## config.mk

```make
export PLATFORM = sky130hd
export DESIGN_NAME = uart_cmd_host
export DESIGN_NICKNAME = d
export VERILOG_FILES = /design/src/rtl/uart_cmd_host.sv
export SDC_FILE = /design/constraint.sdc
export NUM_CORES = 1
export LEC_CHECK = 0
export CAP_MARGIN = 25
export CORE_MARGIN = 3
export CORE_UTILIZATION = 51
export CTS_CLUSTER_SIZE = 25
export DETAILED_ROUTE_END_ITERATION = 16
export PLACE_DENSITY = 0.74
export SYNTH_ARGS = -nofsm -noshare
export SYNTH_HDL_FRONTEND = slang
export SYNTH_SLANG_ARGS = --single-unit
export TNS_END_PERCENT = 50
```

## constraint.sdc

```tcl
create_clock -name CLK -period 2.1 [get_ports CLK]
set_input_delay 0.42 -clock CLK [delete_from_list [all_inputs] [get_ports CLK]]
set_output_delay 0.42 -clock CLK [all_outputs]
set_load 0.02 [all_outputs]
```

## src/rtl/uart_cmd_host.sv

```systemverilog
// uart_cmd_host: host-side initiator for the UART command protocol.
//   Takes one command on CMD_VALID/CMD_READY and sends it as back-to-back
//   UART frames (0xAA write, 0xBB read, 0xCC ALU with operands, 0xDD ALU
//   without operands). It then collects the reply bytes from RX_IN and
//   presents them on RSP_* together with a one-cycle RSP_VALID pulse.
// Ports:
//   CLK, RST_N          clock, asynchronous active-low reset
//   CMD_VALID/READY     command handshake (READY high only when idle)
//   CMD_TYPE, CMD_P0-P2 command type and payload bytes
//   PAR_EN, PAR_TYP     parity enable / odd(1) or even(0), captured per command
//   TX_OUT, RX_IN       serial lines to / from the system
//   RSP_VALID, RSP_DATA reply pulse and {high,low} reply bytes
//   RSP_PAR_ERR/STP_ERR parity / stop errors ORed over all reply bytes
//   RSP_TIMEOUT         reply timed out (only with the optional feature)
//   BUSY                high whenever not idle
// Optional feature: define UART_HOST_TIMEOUT_EN to add the reply timeout
// counter (TIMEOUT_CYCLES cycles in RX_WAIT). Without it the host waits
// forever and RSP_TIMEOUT is tied low.
module uart_cmd_host #(
    parameter int CLKS_PER_BIT   = 32,
    parameter int DATA_WIDTH     = 8,
    parameter int TIMEOUT_CYCLES = 65535
) (
    input  logic                      CLK,
    input  logic                      RST_N,
    input  logic                      CMD_VALID,
    output logic                      CMD_READY,
    input  logic [1:0]                CMD_TYPE,
    input  logic [DATA_WIDTH-1:0]     CMD_P0,
    input  logic [DATA_WIDTH-1:0]     CMD_P1,
    input  logic [DATA_WIDTH-1:0]     CMD_P2,
    input  logic                      PAR_EN,
    input  logic                      PAR_TYP,
    output logic                      TX_OUT,
    input  logic                      RX_IN,
    output logic                      RSP_VALID,
    output logic [2*DATA_WIDTH-1:0]   RSP_DATA,
    output logic                      RSP_PAR_ERR,
    output logic                      RSP_STP_ERR,
    output logic                      RSP_TIMEOUT,
    output logic                      BUSY
);
    localparam int CW = $clog2(CLKS_PER_BIT);
    localparam int BW = $clog2(DATA_WIDTH + 3);
    localparam logic [CW-1:0] BIT_LAST  = CW'(CLKS_PER_BIT - 1);
    localparam logic [CW-1:0] HALF_LAST = CW'(CLKS_PER_BIT / 2 - 1);
    localparam logic [BW-1:0] DATA_LAST = BW'(DATA_WIDTH);
    localparam logic [DATA_WIDTH-1:0] HDR_WR  = DATA_WIDTH'('hAA);
    localparam logic [DATA_WIDTH-1:0] HDR_RD  = DATA_WIDTH'('hBB);
    localparam logic [DATA_WIDTH-1:0] HDR_ALU = DATA_WIDTH'('hCC);
    localparam logic [DATA_WIDTH-1:0] HDR_NOP = DATA_WIDTH'('hDD);

    if (CLKS_PER_BIT < 4 || (CLKS_PER_BIT % 2) != 0 || DATA_WIDTH < 1 || TIMEOUT_CYCLES < 1)
    begin : g_param_check
        $error("uart_cmd_host: illegal parameter set");
    end

    typedef enum logic [2:0] {S_IDLE, S_TX, S_RX_WAIT, S_RX_FRAME, S_DONE} state_t;

    // Per-command settings frozen at the handshake.
    typedef struct packed {
        logic       par_en;
        logic       par_typ;
        logic [1:0] last_tx;   // index of the last byte to send
        logic [1:0] n_rx;      // reply bytes expected
    } cmd_t;

    state_t                           state;
    cmd_t                             cmd_q;
    logic [3:0][DATA_WIDTH-1:0]       tx_buf;
    logic [CW-1:0]                    cnt;
    logic [BW-1:0]                    bit_idx;
    logic [1:0]                       byte_idx;
    logic                             rx_s1, rx_s2, rx_prev;
    logic [DATA_WIDTH-1:0]            rx_shift;
    logic [2*DATA_WIDTH-1:0]          rx_acc;
    logic                             par_acc, stp_acc;
    logic [BW-1:0]                    last_bit;
    logic                             rx_fall;
    logic                             rx_par_exp;

`ifdef UART_HOST_TIMEOUT_EN
    localparam int TW = $clog2(TIMEOUT_CYCLES + 1);
    logic [TW-1:0] to_cnt;
`else
    assign RSP_TIMEOUT = 1'b0;
`endif

    // Frame bit index: 0 start, 1..DATA_WIDTH data, then parity (if on), then stop.
    assign last_bit   = cmd_q.par_en ? BW'(DATA_WIDTH + 2) : BW'(DATA_WIDTH + 1);
    assign rx_fall    = rx_prev & ~rx_s2;
    assign rx_par_exp = (^rx_shift) ^ cmd_q.par_typ;

    function automatic logic frame_bit(input logic [DATA_WIDTH-1:0] b,
                                       input logic [BW-1:0] idx,
                                       input logic pe, input logic pt);
        logic [DATA_WIDTH-1:0] sh;
        sh = b >> (idx - 1'b1);
        if (idx == '0)                           frame_bit = 1'b0;
        else if (idx <= DATA_LAST)               frame_bit = sh[0];
        else if (idx == DATA_LAST + 1'b1 && pe)  frame_bit = (^b) ^ pt;
        else                                     frame_bit = 1'b1;
    endfunction

    // RX_IN is asynchronous: two flops before use, a third for edge detect.
    always_ff @(posedge CLK or negedge RST_N) begin
        if (!RST_N) begin
            rx_s1   <= 1'b1;
            rx_s2   <= 1'b1;
            rx_prev <= 1'b1;
        end else begin
            rx_s1   <= RX_IN;
            rx_s2   <= rx_s1;
            rx_prev <= rx_s2;
        end
    end

    always_ff @(posedge CLK or negedge RST_N) begin
        if (!RST_N) begin
            state       <= S_IDLE;
            cmd_q       <= '0;
            tx_buf      <= '0;
            cnt         <= '0;
            bit_idx     <= '0;
            byte_idx    <= '0;
            rx_shift    <= '0;
            rx_acc      <= '0;
            par_acc     <= 1'b0;
            stp_acc     <= 1'b0;
            TX_OUT      <= 1'b1;
            CMD_READY   <= 1'b1;
            BUSY        <= 1'b0;
            RSP_VALID   <= 1'b0;
            RSP_DATA    <= '0;
            RSP_PAR_ERR <= 1'b0;
            RSP_STP_ERR <= 1'b0;
`ifdef UART_HOST_TIMEOUT_EN
            to_cnt      <= '0;
            RSP_TIMEOUT <= 1'b0;
`endif
        end else begin
            RSP_VALID <= 1'b0;
            case (state)
                S_IDLE: begin
                    if (CMD_VALID) begin
                        cmd_q.par_en  <= PAR_EN;
                        cmd_q.par_typ <= PAR_TYP;
                        case (CMD_TYPE)
                            2'd0: begin
                                tx_buf <= {{DATA_WIDTH{1'b0}}, CMD_P1, CMD_P0, HDR_WR};
                                cmd_q.last_tx <= 2'd2; cmd_q.n_rx <= 2'd0;
                            end
                            2'd1: begin
                                tx_buf <= {{2*DATA_WIDTH{1'b0}}, CMD_P0, HDR_RD};
                                cmd_q.last_tx <= 2'd1; cmd_q.n_rx <= 2'd1;
                            end
                            2'd2: begin
                                tx_buf <= {CMD_P2, CMD_P1, CMD_P0, HDR_ALU};
                                cmd_q.last_tx <= 2'd3; cmd_q.n_rx <= 2'd2;
                            end
                            default: begin
                                tx_buf <= {{2*DATA_WIDTH{1'b0}}, CMD_P0, HDR_NOP};
                                cmd_q.last_tx <= 2'd1; cmd_q.n_rx <= 2'd2;
                            end
                        endcase
                        state       <= S_TX;
                        TX_OUT      <= 1'b0;     // first start bit right after the handshake
                        CMD_READY   <= 1'b0;
                        BUSY        <= 1'b1;
                        cnt         <= '0;
                        bit_idx     <= '0;
                        byte_idx    <= '0;
                        rx_acc      <= '0;
                        par_acc     <= 1'b0;
                        stp_acc     <= 1'b0;
                        RSP_PAR_ERR <= 1'b0;
                        RSP_STP_ERR <= 1'b0;
`ifdef UART_HOST_TIMEOUT_EN
                        RSP_TIMEOUT <= 1'b0;
`endif
                    end
                end

                S_TX: begin
                    if (cnt == BIT_LAST) begin
                        cnt <= '0;
                        if (bit_idx == last_bit) begin
                            bit_idx <= '0;
                            if (byte_idx == cmd_q.last_tx) begin
                                TX_OUT   <= 1'b1;
                                byte_idx <= '0;   // reused as reply byte index
                                if (cmd_q.n_rx == 2'd0) begin
                                    state     <= S_DONE;
                                    RSP_VALID <= 1'b1;
                                    RSP_DATA  <= '0;
                                end else begin
                                    state <= S_RX_WAIT;
`ifdef UART_HOST_TIMEOUT_EN
                                    to_cnt <= '0;
`endif
                                end
                            end else begin
                                byte_idx <= byte_idx + 1'b1;
                                TX_OUT   <= 1'b0;   // next start bit, no idle gap
                            end
                        end else begin
                            bit_idx <= bit_idx + 1'b1;
                            TX_OUT  <= frame_bit(tx_buf[byte_idx], bit_idx + 1'b1,
                                                 cmd_q.par_en, cmd_q.par_typ);
                        end
                    end else begin
                        cnt <= cnt + 1'b1;
                    end
                end

                S_RX_WAIT: begin
                    if (rx_fall) begin
                        state   <= S_RX_FRAME;
                        cnt     <= '0;
                        bit_idx <= '0;
                    end
`ifdef UART_HOST_TIMEOUT_EN
                    else if (to_cnt == TW'(TIMEOUT_CYCLES - 1)) begin
                        state       <= S_DONE;
                        RSP_VALID   <= 1'b1;
                        RSP_DATA    <= rx_acc;
                        RSP_PAR_ERR <= par_acc;
                        RSP_STP_ERR <= stp_acc;
                        RSP_TIMEOUT <= 1'b1;
                    end else begin
                        to_cnt <= to_cnt + 1'b1;
                    end
`endif
                end

                S_RX_FRAME: begin
                    // Start bit is checked half a bit in; later samples land mid-bit.
                    if ((bit_idx == '0) ? (cnt == HALF_LAST) : (cnt == BIT_LAST)) begin
                        cnt <= '0;
                        if (bit_idx == '0) begin
                            if (rx_s2) begin
                                state <= S_RX_WAIT;   // glitch, nothing counted
`ifdef UART_HOST_TIMEOUT_EN
                                to_cnt <= '0;
`endif
                            end else begin
                                bit_idx <= bit_idx + 1'b1;
                            end
                        end else if (bit_idx <= DATA_LAST) begin
                            rx_shift <= {rx_s2, rx_shift[DATA_WIDTH-1:1]};
                            bit_idx  <= bit_idx + 1'b1;
                        end else if (bit_idx == last_bit) begin
                            stp_acc <= stp_acc | ~rx_s2;
                            if (byte_idx == 2'd0) rx_acc[DATA_WIDTH-1:0]            <= rx_shift;
                            else                  rx_acc[2*DATA_WIDTH-1:DATA_WIDTH] <= rx_shift;
                            if (byte_idx + 2'd1 == cmd_q.n_rx) begin
                                state       <= S_DONE;
                                RSP_VALID   <= 1'b1;
                                RSP_DATA    <= (byte_idx == 2'd0) ?
                                               {{DATA_WIDTH{1'b0}}, rx_shift} :
                                               {rx_shift, rx_acc[DATA_WIDTH-1:0]};
                                RSP_PAR_ERR <= par_acc;
                                RSP_STP_ERR <= stp_acc | ~rx_s2;
                            end else begin
                                state    <= S_RX_WAIT;
                                byte_idx <= byte_idx + 1'b1;
`ifdef UART_HOST_TIMEOUT_EN
                                to_cnt   <= '0;
`endif
                            end
                        end else begin
                            // parity slot
                            if (rx_s2 != rx_par_exp) par_acc <= 1'b1;
                            bit_idx <= bit_idx + 1'b1;
                        end
                    end else begin
                        cnt <= cnt + 1'b1;
                    end
                end

                S_DONE: begin
                    state     <= S_IDLE;
                    CMD_READY <= 1'b1;
                    BUSY      <= 1'b0;
                end

                default: state <= S_IDLE;
            endcase
        end
    end
endmodule
```

# ---- Yosys cells after proc, flatten, opt, wreduce, memory -nomap -nowiden
# Cells that the tools add are included.
dict set report totals {
  word_cells 207
  mem_bits_rw 0
  memories 0
  latch_bits 0
  register_bits 95
  inputBits 32
  romBits 0
}
dict set report classes {
  magnitude_cmp 3
  muxes 106
  n_eq_ne 33
  mul 0
  n_bitwise 6
  reduce_logical 28
  n_div 0
  shift 1
  addsub 4
}
# cell n
set op_table {}
lappend op_table {{two-way mux 16 bit} 10}
lappend op_table {{one-hot mux 32 bit (3 select lines)} 1}
lappend op_table {{two-way mux 8 bit} 7}
lappend op_table {{two-way mux 1 bit} 37}
lappend op_table {{two-way mux 3 bit} 12}
lappend op_table {{two-way mux 4 bit} 9}
lappend op_table {{one-hot mux 16 bit (2 select lines)} 1}
lappend op_table {{!= test 2 bit (second input constant)} 15}
lappend op_table {{AND reduction 7 bit} 4}
lappend op_table {{two-way mux 2 bit} 10}
lappend op_table {{two-way mux 5 bit} 4}
lappend op_table {{one-hot mux 5 bit (4 select lines)} 1}
lappend op_table {{AND reduction 9 bit} 2}
lappend op_table {{binary-select mux 8 bit (select 2 bit)} 1}
lappend op_table {{one-hot mux 1 bit (2 select lines)} 8}
lappend op_table {{one-hot mux 4 bit (4 select lines)} 1}
lappend op_table {{one-hot mux 8 bit (2 select lines)} 1}
lappend op_table {{XOR reduction 8 bit} 2}
lappend op_table {{!= test 3 bit (second input constant)} 4}
lappend op_table {{one-hot mux 3 bit (4 select lines)} 1}
lappend op_table {{one-hot mux 4 bit (3 select lines)} 1}
lappend op_table {{AND reduction 10 bit} 1}
lappend op_table {{less-or-equal comparator 4 bit (second input constant)} 2}
lappend op_table {{zero test 4 bit} 2}
lappend op_table {{33 further kinds} 44}

# ---- Longest topological paths before layout
# Gate-level depths: netlist of run 1.
dict set report logic_depth {
  depth_word 10
  depth_mapped 10
}

# ---- Worst setup path after synthesis of run 1
# OpenSTA, ideal clock, no wires.
dict set report synth_timing {
  kind {register -> register}
  from {register bit_idx[0]}
  to {register bit_idx[2]}
  arrival_time_ns 2.215
  slack_ns -0.236
  t_required_ns 1.978
  setup_time_ns 0.122
  path_stages_with_launch 11
  period_less_slack_ns 2.336
  path_buffers 2
  cell_sequence {dfrtp_1 > buf_4 > inv_1 > ha_1 > or3b_1 > clkbuf_1 > a21oi_1 > o32a_1 > o211a_2 > o21ai_0 > o2bb2ai_1}
}
dict set report synth_between {
  elab_chain_cells 6
}
# element line
set synth_rtl {}
lappend synth_rtl {{from (decl)} 72} ;# logic [BW-1:0] bit_idx;
lappend synth_rtl {{from (signal assigned)} 207} ;# bit_idx <= bit_idx + 1'b1;
lappend synth_rtl {{from (signal assigned)} 247} ;# bit_idx <= bit_idx + 1'b1;
lappend synth_rtl {{from (signal assigned)} 251} ;# bit_idx <= bit_idx + 1'b1;
lappend synth_rtl {{adder 4 x 1 -> 4 bit} --}
lappend synth_rtl {{two-way mux 4 bit} 252} ;# end else if (bit_idx == last_bit) begin
lappend synth_rtl {{two-way mux 4 bit} 249} ;# end else if (bit_idx <= DATA_LAST) begin
lappend synth_rtl {{two-way mux 4 bit} 240} ;# if (bit_idx == '0) begin
lappend synth_rtl {{two-way mux 4 bit} 238} ;# if ((bit_idx == '0) ? (cnt == HALF_LAST) : (cnt == BIT_LAST)) begin
lappend synth_rtl {{one-hot mux 4 bit (4 select lines)} 143} ;# case (state)
# Parallel ways exist; a longest one is shown, timed or not. The select of a mux whose other input is x is not followed.
# A chain may end at the register's enable or synchronous reset.

# ---- Worst setup path in the final report of run 1
dict set report layout_timing {
  from {register bit_idx[0]}
  to {register RSP_DATA[12]}
}
dict set report layout_between {
  elab_chain_cells 4
}
# element line
set layout_rtl {}
lappend layout_rtl {{parallel branches: the longest is 3 deep, another holds less-or-equal comparator 4 bit} --}
lappend layout_rtl {{AND reduction 10 bit (no line) *} --}
lappend layout_rtl {{to (signal assigned)} 259} ;# RSP_DATA <= (byte_idx == 2'd0) ?
lappend layout_rtl {{to (decl)} 37} ;# output logic [2*DATA_WIDTH-1:0] RSP_DATA,
# Every way passes the cells marked *.

==> results of run 1 <==
[metal layers]
metal,vias to the layer above,global-route usage,share of wire
li1,1911,-,-
met4,0,0.0646,0.015
met5,-,0,0
met3,15,0.0273,0.038
met2,95,0.354,0.49
met1,1973,0.296,0.46
[sequential cells by signal, indices dropped and copies added, names as in the netlist, 2 cells and up]
name	flops
RSP_DATA	16
bit_idx	4
byte_idx	2
cmd_q	5
cnt	5
rx_acc	8
rx_shift	8
state	3
tx_buf	28
[worst paths after layout]
path | slack, ns | end | startpoint | cells after the start
max in group asynchronous | 1.41 | TX_OUT | RST_N | 2
min in group CLK | 0.37 | rx_s2 | rx_s1 | 0
setup / recovery | -0.003 | RSP_DATA[12] | bit_idx[0] | 9
setup reg to reg | -0.003 | RSP_DATA[12] | bit_idx[0] | 9
hold / removal | 0.06 | rx_shift[6] | RST_N | 1
hold reg to reg | 0.37 | rx_s2 | rx_s1 | 0
[through the flow]
step,hold WS [ns],worst slack (ns),utilization
6_report,0.0572,-0.00349,0.683
5_1_grt,0.0992,-0.0996,0.683
4_1_cts,0.0782,0.00406,0.661
3_5_place_dp,0.350,0.0316,0.634
3_3_place_gp,0.347,0.0465,0.634
2_1_floorplan,0.124,-0.00672,-
[critical path: stages, from the launching register on]
cell and delay [ns]:
dfrtp_1 0.43, or3b_4 0.41, a21oi_4 0.23, buf_6 0.14, nand3_4 0.07, a221oi_4 0.29, buf_12 0.16, clkbuf_16 0.15
nand3_1 0.07, o21ai_1 0.09
[logic make-up after synthesis]
kind of cell             after synthesis
flip-flops                            90
adder cells (fa/ha/maj)                7
AO/OA/AOI/OAI                         97
buffers and inverters                 64
XOR/XNOR                              23
multiplexers                          43
AND/OR/NAND/NOR                      188
other                                  1
[timing repair]
item	CTS	global route
cloned	0	2
pin swaps	0	11
gates resized for setup	0	21
buffers inserted	1	9
setup endpoints to repair	2	35
[cell type report]
type                            instances  area [sq um]
Multi-Input combinational cell        359          2510
Clock buffer                            9           124
Timing Repair Buffer                  104          1040
Clock inverter                          7           121
Inverter                               33           124
Sequential cell                        90          2260
Tap cell                              129           161
Fill cell                             739          2950
[placed cells by master, fill, tap and decap left out, drive strengths merged, types with 3 or more instances in the layout]
master | synthesis | final
o21ai | 51 | 51
dfstp | 5 | 5
nor2 | 23 | 23
buf | 14 | 50
a21oi | 18 | 18
mux2i | 16 | 16
mux4 | 9 | 9
nand3b | 3 | 3
nand2b | 17 | 17
a31oi | 3 | 3
clkbuf | 17 | 11
bufinv | 0 | 3
xnor2 | 13 | 13
clkdlybuf4s50 | 0 | 52
xor2 | 10 | 10
nand2 | 93 | 93
dfrtp | 85 | 85
mux2 | 18 | 18
nor2b | 4 | 4
nand3 | 28 | 28
inv | 33 | 36
ha | 7 | 7
and3 | 4 | 4
[power by group through the flow]
stage,Sequential (uW),Clock (uW),Combinational (uW)
5_1_grt,1740,1550,140
3_3_place_gp,1770,0,127
3_5_place_dp,1770,0,129
6_report,1740,1460,126
2_1_floorplan,1770,0,19.7
4_1_cts,1740,1470,130
==> run metrics, run 1 <==
chip height=around 100 um; RD Place Congestion=0.901; CP max FO=8; Root Driver=clkbuf_8; CTS Buf Count=9; status=finished with violations; Area Overhead vs Synth=29.2%; Core ar.=0.00928 sq mm; startpoint types=flip-flop; Cell Area, Synth=0.00490 sq mm; Yosys reg bits=90; IO Port Bufs=53; top-count cell post-synth=nand2_1; total power=3330 uW; endpoints failing hold=0; num rows=35; Syn Nets=552; top cells by area, synth=dfrtp_1, nand2_1, mux2_2; Syn Inst Count=513; sequential fraction of the synthesis area=0.460; fmax=475 MHz; CTS tree=done; Non-Filler Cell Area, Final=0.00634 sq mm; top post-synthesis cells by count=nand2_1, dfrtp_1, o21ai_0; largest net degree at the start of global routing=53; dpl cells=703; Flop pwr share=0.523; Residual DRC=0; CP Data Required Time=2.39 ns; Leak=between 0.002 and 0.003 uW; post-synthesis compound-gate area fraction=0.124; routed len/inst=~16 um; Yosys top cell area share=0.434; total wire length=11500 um; CP arrival=roughly 2.4 ns; # setup viols final=1; Post-DP HPWL=roughly 8000 um; EDFF count, synth=0; Clk pwr share=0.439; Clock Skew=0.0152 ns; Finished Layout Cells=731; grt total ovfl=0; setup ws final=-0.00349 ns; largest family of logic cells by synthesized area=simple AND/OR/NAND/NOR gates; Critical Path End Type=flip-flop; detailed-router iteration count before antenna repair=6; vias per cell=5.46; switching part of the total=0.216; layout cells sized above 1=0.221; Min-Delay Path Class=primary input to async pin; Yosys top cell by area=dfrtp_1; MaxCap Viol Count=0; Max IR drop VDD=approximately 0.34 mV; Post-Synth Adder-Cell Area=0.0179; YS warnings=0; Period minus WS final=2.10 ns; Tcrit/Tclk final=1.00; Gate power share=0.038; worst skew pair latency=roughly 0.36 ns; antenna-violating nets left=0; post-synthesis mux area share=0.117; Distinct cells, synth=61; Layout Nets=636; area post-placement=0.00589 sq mm; Main synth FF type=dfrtp_1; Starting DRT DRC Count=299; RSZ-0062 raised after global routing=true; Die ar.=0.0108 sq mm; antenna violations before repair=0; Sink Count=90; violated checks=setup timing; H-tree levels=3; vias in the first global route=3990; number of I/O pins=55; synthesized area per cell=9.56 sq um; via count=3994; xor and xnor fraction of the mapped netlist area=0.0411; Initial Utilization=0.528; switching power=717 uW; simple-gate share of the synthesized area=0.181; Slew Limit Fails=0; Worst Path Class, Setup=flip-flop to flip-flop; die span in x=104 um; Slew Limit Headroom=0.598; maximum clock insertion buffer count=2; first-pass GRT wire length=19300 um; cts hold-fix bufs=0; asr flop ratio synth=1.00; Ant. Diodes=0; final setup TNS=-0.00349 ns; Clk pin slew, worst setup/hold paths=approximately 0.1 ns; Pint=2610 uW; pwr/cell area=525 mW/mm^2; Slew @ Worst Pin=0.603 ns; all-layer global routing usage=0.214
(Power assumes the default switching activity.)
==> run 2: changes to the inputs <==
--- a/config.mk
+++ b/config.mk
@@ -11,6 +11,7 @@
 export CTS_CLUSTER_SIZE = 25
 export DETAILED_ROUTE_END_ITERATION = 16
 export PLACE_DENSITY = 0.74
+export SKIP_CTS_REPAIR_TIMING = 1
 export SYNTH_ARGS = -nofsm -noshare
 export SYNTH_HDL_FRONTEND = slang
 export SYNTH_SLANG_ARGS = --single-unit
==> run 2 against run 1 <==
Net effect: the run now ends clean; utilization increased by 0.081 points; die area unchanged; register-to-register slack about the same; via count decreased by 0.88%; global-route usage decreased by 0.053 points; final cell count increased by 0.14%; combinational power about the same; first-iteration DRC count increased by 4.0%; sequential power about the same; flip-flop and latch count unchanged; critical path type unchanged; largest power group unchanged.
==> run metrics, run 2 (synthesized netlist as in run 1, its figures left out) <==
Max IR drop VDD=0.335 mV; CP delay by family, top=simple AND/OR/NAND/NOR gates; chip height=104 um; most frequent cells in the layout=nand2_1, dfrtp_1, clkdlybuf4s50_1, buf_4, o21ai_0; CP arrival=2.37 ns; all-layer global routing usage=0.214; biggest regs=tx_buf x28, RSP_DATA x16; Finished Layout Cells=732; Root Driver=clkbuf_8; Ant. Diodes=0; Clk pin slew, worst setup/hold paths=0.10 ns; routed len/inst=between 15 and 20 um; pwr/cell area=approximately 520 mW/mm^2; number of I/O pins=55; dpl cells=703; Period minus WS final=2.10 ns; detailed-router iteration count before antenna repair=4; largest net degree at the start of global routing=53; Sink Count=90; grt total ovfl=0; Area Overhead vs Synth=29.4%; Slew Limit Headroom=0.586; Final Core Density=0.684; Largest register FFs=28; Slew Limit Fails=0; Critical Path End Type=flip-flop; Slew @ Worst Pin=0.622 ns; RSZ-0062 raised after global routing=true; Starting DRT DRC Count=311; # setup viols final=0; CP Data Required Time=2.37 ns; Clock Skew=0.0155 ns; RD Place Congestion=about 0.9; max incr delay on CP=about 0.40 ns; endpoints failing hold=0; CP max FO=8; Hold Slack=0.0566 ns; antenna-violating nets left=0; Top reg by flops=tx_buf; worst skew pair latency=0.36 ns; first-pass GRT wire length=19200 um; Post-DP HPWL=8180 um; via count=3959; fmax=between 400 and 500 MHz; Core ar.=0.00928 sq mm; slowest stage cell, crit path=dfrtp_1; CTS tree=done; Critical path buffers and inverters=1; CTS Buf Count=9; total wire length=11500 um; layout cells sized above 1=0.222; Min-Delay Path Class=primary input to async pin; Die ar.=between 0.01 and 0.015 sq mm; commonest non-fill, non-tap cell in the layout=nand2_1; status=finished clean; vias per cell=between 5 and 6; Tcrit/Tclk final=0.998; num rows=35; # fillers=741; Layout Nets=637; Residual DRC=0; Leak=0.00277 uW; Initial Utilization=0.528; IO Port Bufs=53; MaxCap Viol Count=0; H-tree levels=3; antenna violations before repair=0; die span in x=~100 um; vias in the first global route=3981; maximum clock insertion buffer count=2; Worst Path Class, Setup=flip-flop to flip-flop; startpoint types=flip-flop; CP Cell Sequence=ha_2 -> and3_4 -> ha_4 -> and3_4 -> a21oi_4 -> or2_4 -> a21oi_4 -> buf_12 -> mux2i_2
run 2: changes by cell type in the layout (fill, tap and decap cells not counted), sizes merged:
cell and change:
buf +1
run 2: layout make-up:
class                      count  area (sq um)  share of cell area
clock buffer                   9           124              0.0195
clock inverter                 7           121              0.0191
inverter                      33           124              0.0195
multi-input combinational    359          2510               0.395
sequential                    90          2260               0.356
tap                          129           161              0.0254
timing repair buffer         105          1050               0.165
run 2: power by group:
part	switching [uW]	total (uW)	internal [uW]	leakage, uW
registers	3.66	1740	1740	0.00115
clock network	657	1460	802	0.000125
logic	56.7	126	69.7	0.00150
run 2: worst paths after layout:
kind                       cells past startpoint         to  slack [ns]    from
max                                            9  rx_acc[3]       0.004  cnt[1]
min                                            1  rx_acc[6]        0.06   RST_N
max reg2reg                                    9  rx_acc[3]       0.004  cnt[1]
min reg2reg                                    0      rx_s2        0.37   rx_s1
max in group asynchronous                      2     TX_OUT        1.40   RST_N
min in group CLK                               0      rx_s2        0.37   rx_s1
run 2: per-stage QoR:
step / power (uW) / TNS, ns / setup WS (ns) / cell area [sq um]
2_1_floorplan: 1790 / -0.00672 / -0.00672 / 5010
3_3_place_gp: 1900 / 0 / 0.0465 / 5890
3_5_place_dp: 1900 / 0 / 0.0316 / 5890
4_1_cts: 3340 / -0.0165 / -0.0106 / 6130
5_1_grt: 3430 / -1.65 / -0.103 / 6350
6_report: 3330 / 0 / 0.00422 / 6350
run 2: worst reg2reg max path, cell delays in order (launching register included):
cell,delay [ns]
dfrtp_1,0.40
ha_2,0.21
and3_4,0.21
ha_4,0.14
and3_4,0.20
a21oi_4,0.06
or2_4,0.27
a21oi_4,0.14
buf_12,0.16
mux2i_2,0.23
run 2: metal layers:
layer	vias to the layer above	track usage	wire, um	share of wire
met1	1937	0.296	5190	0.45
li1	1910	-	-	-
met4	0	0.0646	170	0.015
met2	97	0.352	5680	0.49
met3	15	0.0273	484	0.042
met5	-	0	0	0
==> run 3: changes to the inputs <==
--- a/config.mk
+++ b/config.mk
@@ -7,11 +7,12 @@
 export LEC_CHECK = 0
 export CAP_MARGIN = 25
 export CORE_MARGIN = 3
-export CORE_UTILIZATION = 51
+export CORE_UTILIZATION = 55
 export CTS_CLUSTER_SIZE = 25
 export DETAILED_ROUTE_END_ITERATION = 16
-export PLACE_DENSITY = 0.74
+export PLACE_DENSITY = 0.76
 export SKIP_CTS_REPAIR_TIMING = 1
+export SKIP_LAST_GASP = 1
 export SYNTH_ARGS = -nofsm -noshare
 export SYNTH_HDL_FRONTEND = slang
 export SYNTH_SLANG_ARGS = --single-unit
==> constraint.sdc (replaced) <==
create_clock -name CLK -period 2.05 [get_ports CLK]
set_input_delay 0.41 -clock CLK [delete_from_list [all_inputs] [get_ports CLK]]
set_output_delay 0.41 -clock CLK [all_outputs]
set_load 0.02 [all_outputs]
==> run 3 against run 2 <==
Net effect: critical path type unchanged; total power shrank 5.1%; largest cell class unchanged; hold slack gained 0.31 ns; via count grew 2.9%; final area grew 0.47%; flip-flop and latch count is the same; routed wire length grew 4.0%; critical endpoint is now rx_acc[7]; clock skew is essentially flat; die area shrank 6.9%; clock power shrank 14%; first-iteration DRC count shrank 25%; the run now ends with setup timing left.
==> run metrics, run 3 (synthesized netlist as in run 1, its figures left out) <==
grt total ovfl=0; final setup TNS=-0.173 ns; CP max FO=8; detailed-router iteration count before antenna repair=5; vias per cell=5.70; Clk pin slew, worst setup/hold paths=0.10 ns; antenna violations before repair=0; Critical Path End Type=flip-flop; most frequent cells in the layout=nand2_1, dfrtp_1, clkdlybuf4s50_1, buf_4, o21ai_0; num rows=33; number of I/O pins=55; CP Cell Sequence=ha_2 -> and3_4 -> ha_4 -> and3_4 -> a21oi_2 -> or2_4 -> a21oi_4 -> buf_12 -> mux2i_1; endpoints failing hold=0; setup ws final=-0.0431 ns; switching power=701 uW; Slew Limit Headroom=0.642; switching part of the total=0.222; vias in the first global route=3920; total power=3160 uW; Clk pwr share=0.395; Largest register FFs=28; Core ar.=0.00842 sq mm; pwr/cell area=495 mW/mm^2; Reg area=0.00226 sq mm; RD Place Congestion=0.825; Final Core Density=0.757; Worst path most repeated cell=and3_4; CTS tree=done; violated checks=setup timing; CTS Buf Count=9; Leak=about 0.0028 uW; Flop pwr share=0.565; CP arrival=2.37 ns; pre-CTS setup slack=-0.0568 ns; Min-Delay Path Class=flip-flop to flip-flop; startpoint types=flip-flop; worst reg2reg endpoint=rx_acc[7]; Max IR drop VDD=0.420 mV; Period minus WS final=2.09 ns; MaxCap Viol Count=0; CP Data Required Time=2.33 ns; status=finished with violations; R2R cell count=9; Slew @ Worst Pin=0.531 ns; max incr delay on CP=around 0.37 ns; Non-Filler Cell Area, Final=0.00638 sq mm; first-pass GRT wire length=19000 um; biggest regs=tx_buf x28, RSP_DATA x16; multi-input combinational cell area=~0.0026 sq mm; Sink Count=90; RSZ-0062 raised after global routing=true; chip height=100 um; Hold Crit Start=rx_s1; Residual DRC=0; Area Overhead vs Synth=30.0%; worst skew pair latency=0.36 ns; Layout Nets=~640; R2R Path Start=cnt[1]; commonest non-fill, non-tap cell in the layout=nand2_1; Top reg by flops=tx_buf; layout cells sized above 1=0.251; Tcrit/Tclk final=1.02; Ant. Diodes=0; # setup viols final=8; Worst Hold Path EP=rx_s2; total wire length=12000 um; via count=4072; IO Port Bufs=between 50 and 60; Slew Limit Fails=0; Reg2Reg Setup Slack=-0.04 ns; maximum clock insertion buffer count=2; fmax=478 MHz; Clock Skew=0.0159 ns; # fillers=about 600; slowest stage cell, crit path=dfrtp_1; Worst Hold Depth=0; Initial Utilization=0.582; die span in x=about 100 um; Gate power share=0.041; Post-DP HPWL=8060 um; H-tree levels=3; antenna-violating nets left=0; all-layer global routing usage=0.235; largest net degree at the start of global routing=53; Root Driver=clkbuf_8; Die ar.=0.0101 sq mm; area post-placement=0.00590 sq mm; Pint=around 2500 uW; Worst Path Class, Setup=flip-flop to flip-flop; routed len/inst=between 15 and 20 um; Starting DRT DRC Count=234
==> run 3: cell count changes in the layout (fill, tap and decap cells not counted), sizes merged <==
cell and change:
inv -1, clkinv +1, bufinv -2, clkbuf +2, dlygate4sd3 +1, buf +5
==> run 3: final cells by class <==
| class | count | area share |
|---|---|---|
| multi-input cells | 359 | 0.405 |
| flip-flops and latches | 90 | 0.354 |
| repair buffers | 111 | 0.169 |
| clock buffers | 11 | 0.0222 |
| well taps | 105 | 0.0206 |
| inverters | 33 | 0.0198 |
| clock inverters | 5 | 0.00962 |
==> run 3: power groups by stage <==
stage | Combinational (uW) | Clock [uW] | Sequential [uW]
floorplan | 20.1 | 0 | 1820
global placement | 128 | 0 | 1820
detailed placement | 130 | 0 | 1820
CTS | 130 | 1260 | 1780
global route | 143 | 1330 | 1780
finish | 129 | 1250 | 1780
==> run 3: metal layers <==
layer / part of all wire / global-route usage
met3: 0.052 / 0.0278
met2: 0.49 / 0.374
met1: 0.44 / 0.334
met5: 0 / 0
met4: 0.022 / 0.0839
==> run 3: worst max-delay path by stage <==
| stage | from | end | slack [ns] |
|---|---|---|---|
| final | cnt[1] | rx_acc[7] | -0.04 |
| after global routing | bit_idx[1] | state[1] | -0.10 |
| after CTS | bit_idx[1] | state[1] | -0.08 |
| after detailed placement | bit_idx[1] | bit_idx[2] | -0.06 |
| after global placement | bit_idx[1] | state[1] | -0.006 |
| after floorplan | cnt[0] | RSP_STP_ERR | -0.02 |
==> run 3: critical path, delay by kind of cell (launching register included) <==
| kind | cells | cell delay [ns] |
|---|---|---|
| buffers and inverters | 1 | 0.15 |
| adders and majority gates | 2 | 0.33 |
| AOI/OAI and AO/OA | 2 | 0.23 |
| DFF | 1 | 0.37 |
| and+or+nand+nor | 3 | 0.72 |
| muxes | 1 | 0.22 |
==> run 3: per-stage QoR <==
| step | std cells | hold slack (ns) |
|---|---|---|
| floorplan | 513 | 0.114 |
| CTS | 704 | -0.0541 |
| finish | 714 | 0.371 |
| global route | 714 | 0.378 |
| global placement | 688 | 0.342 |
| detailed placement | 688 | 0.349 |
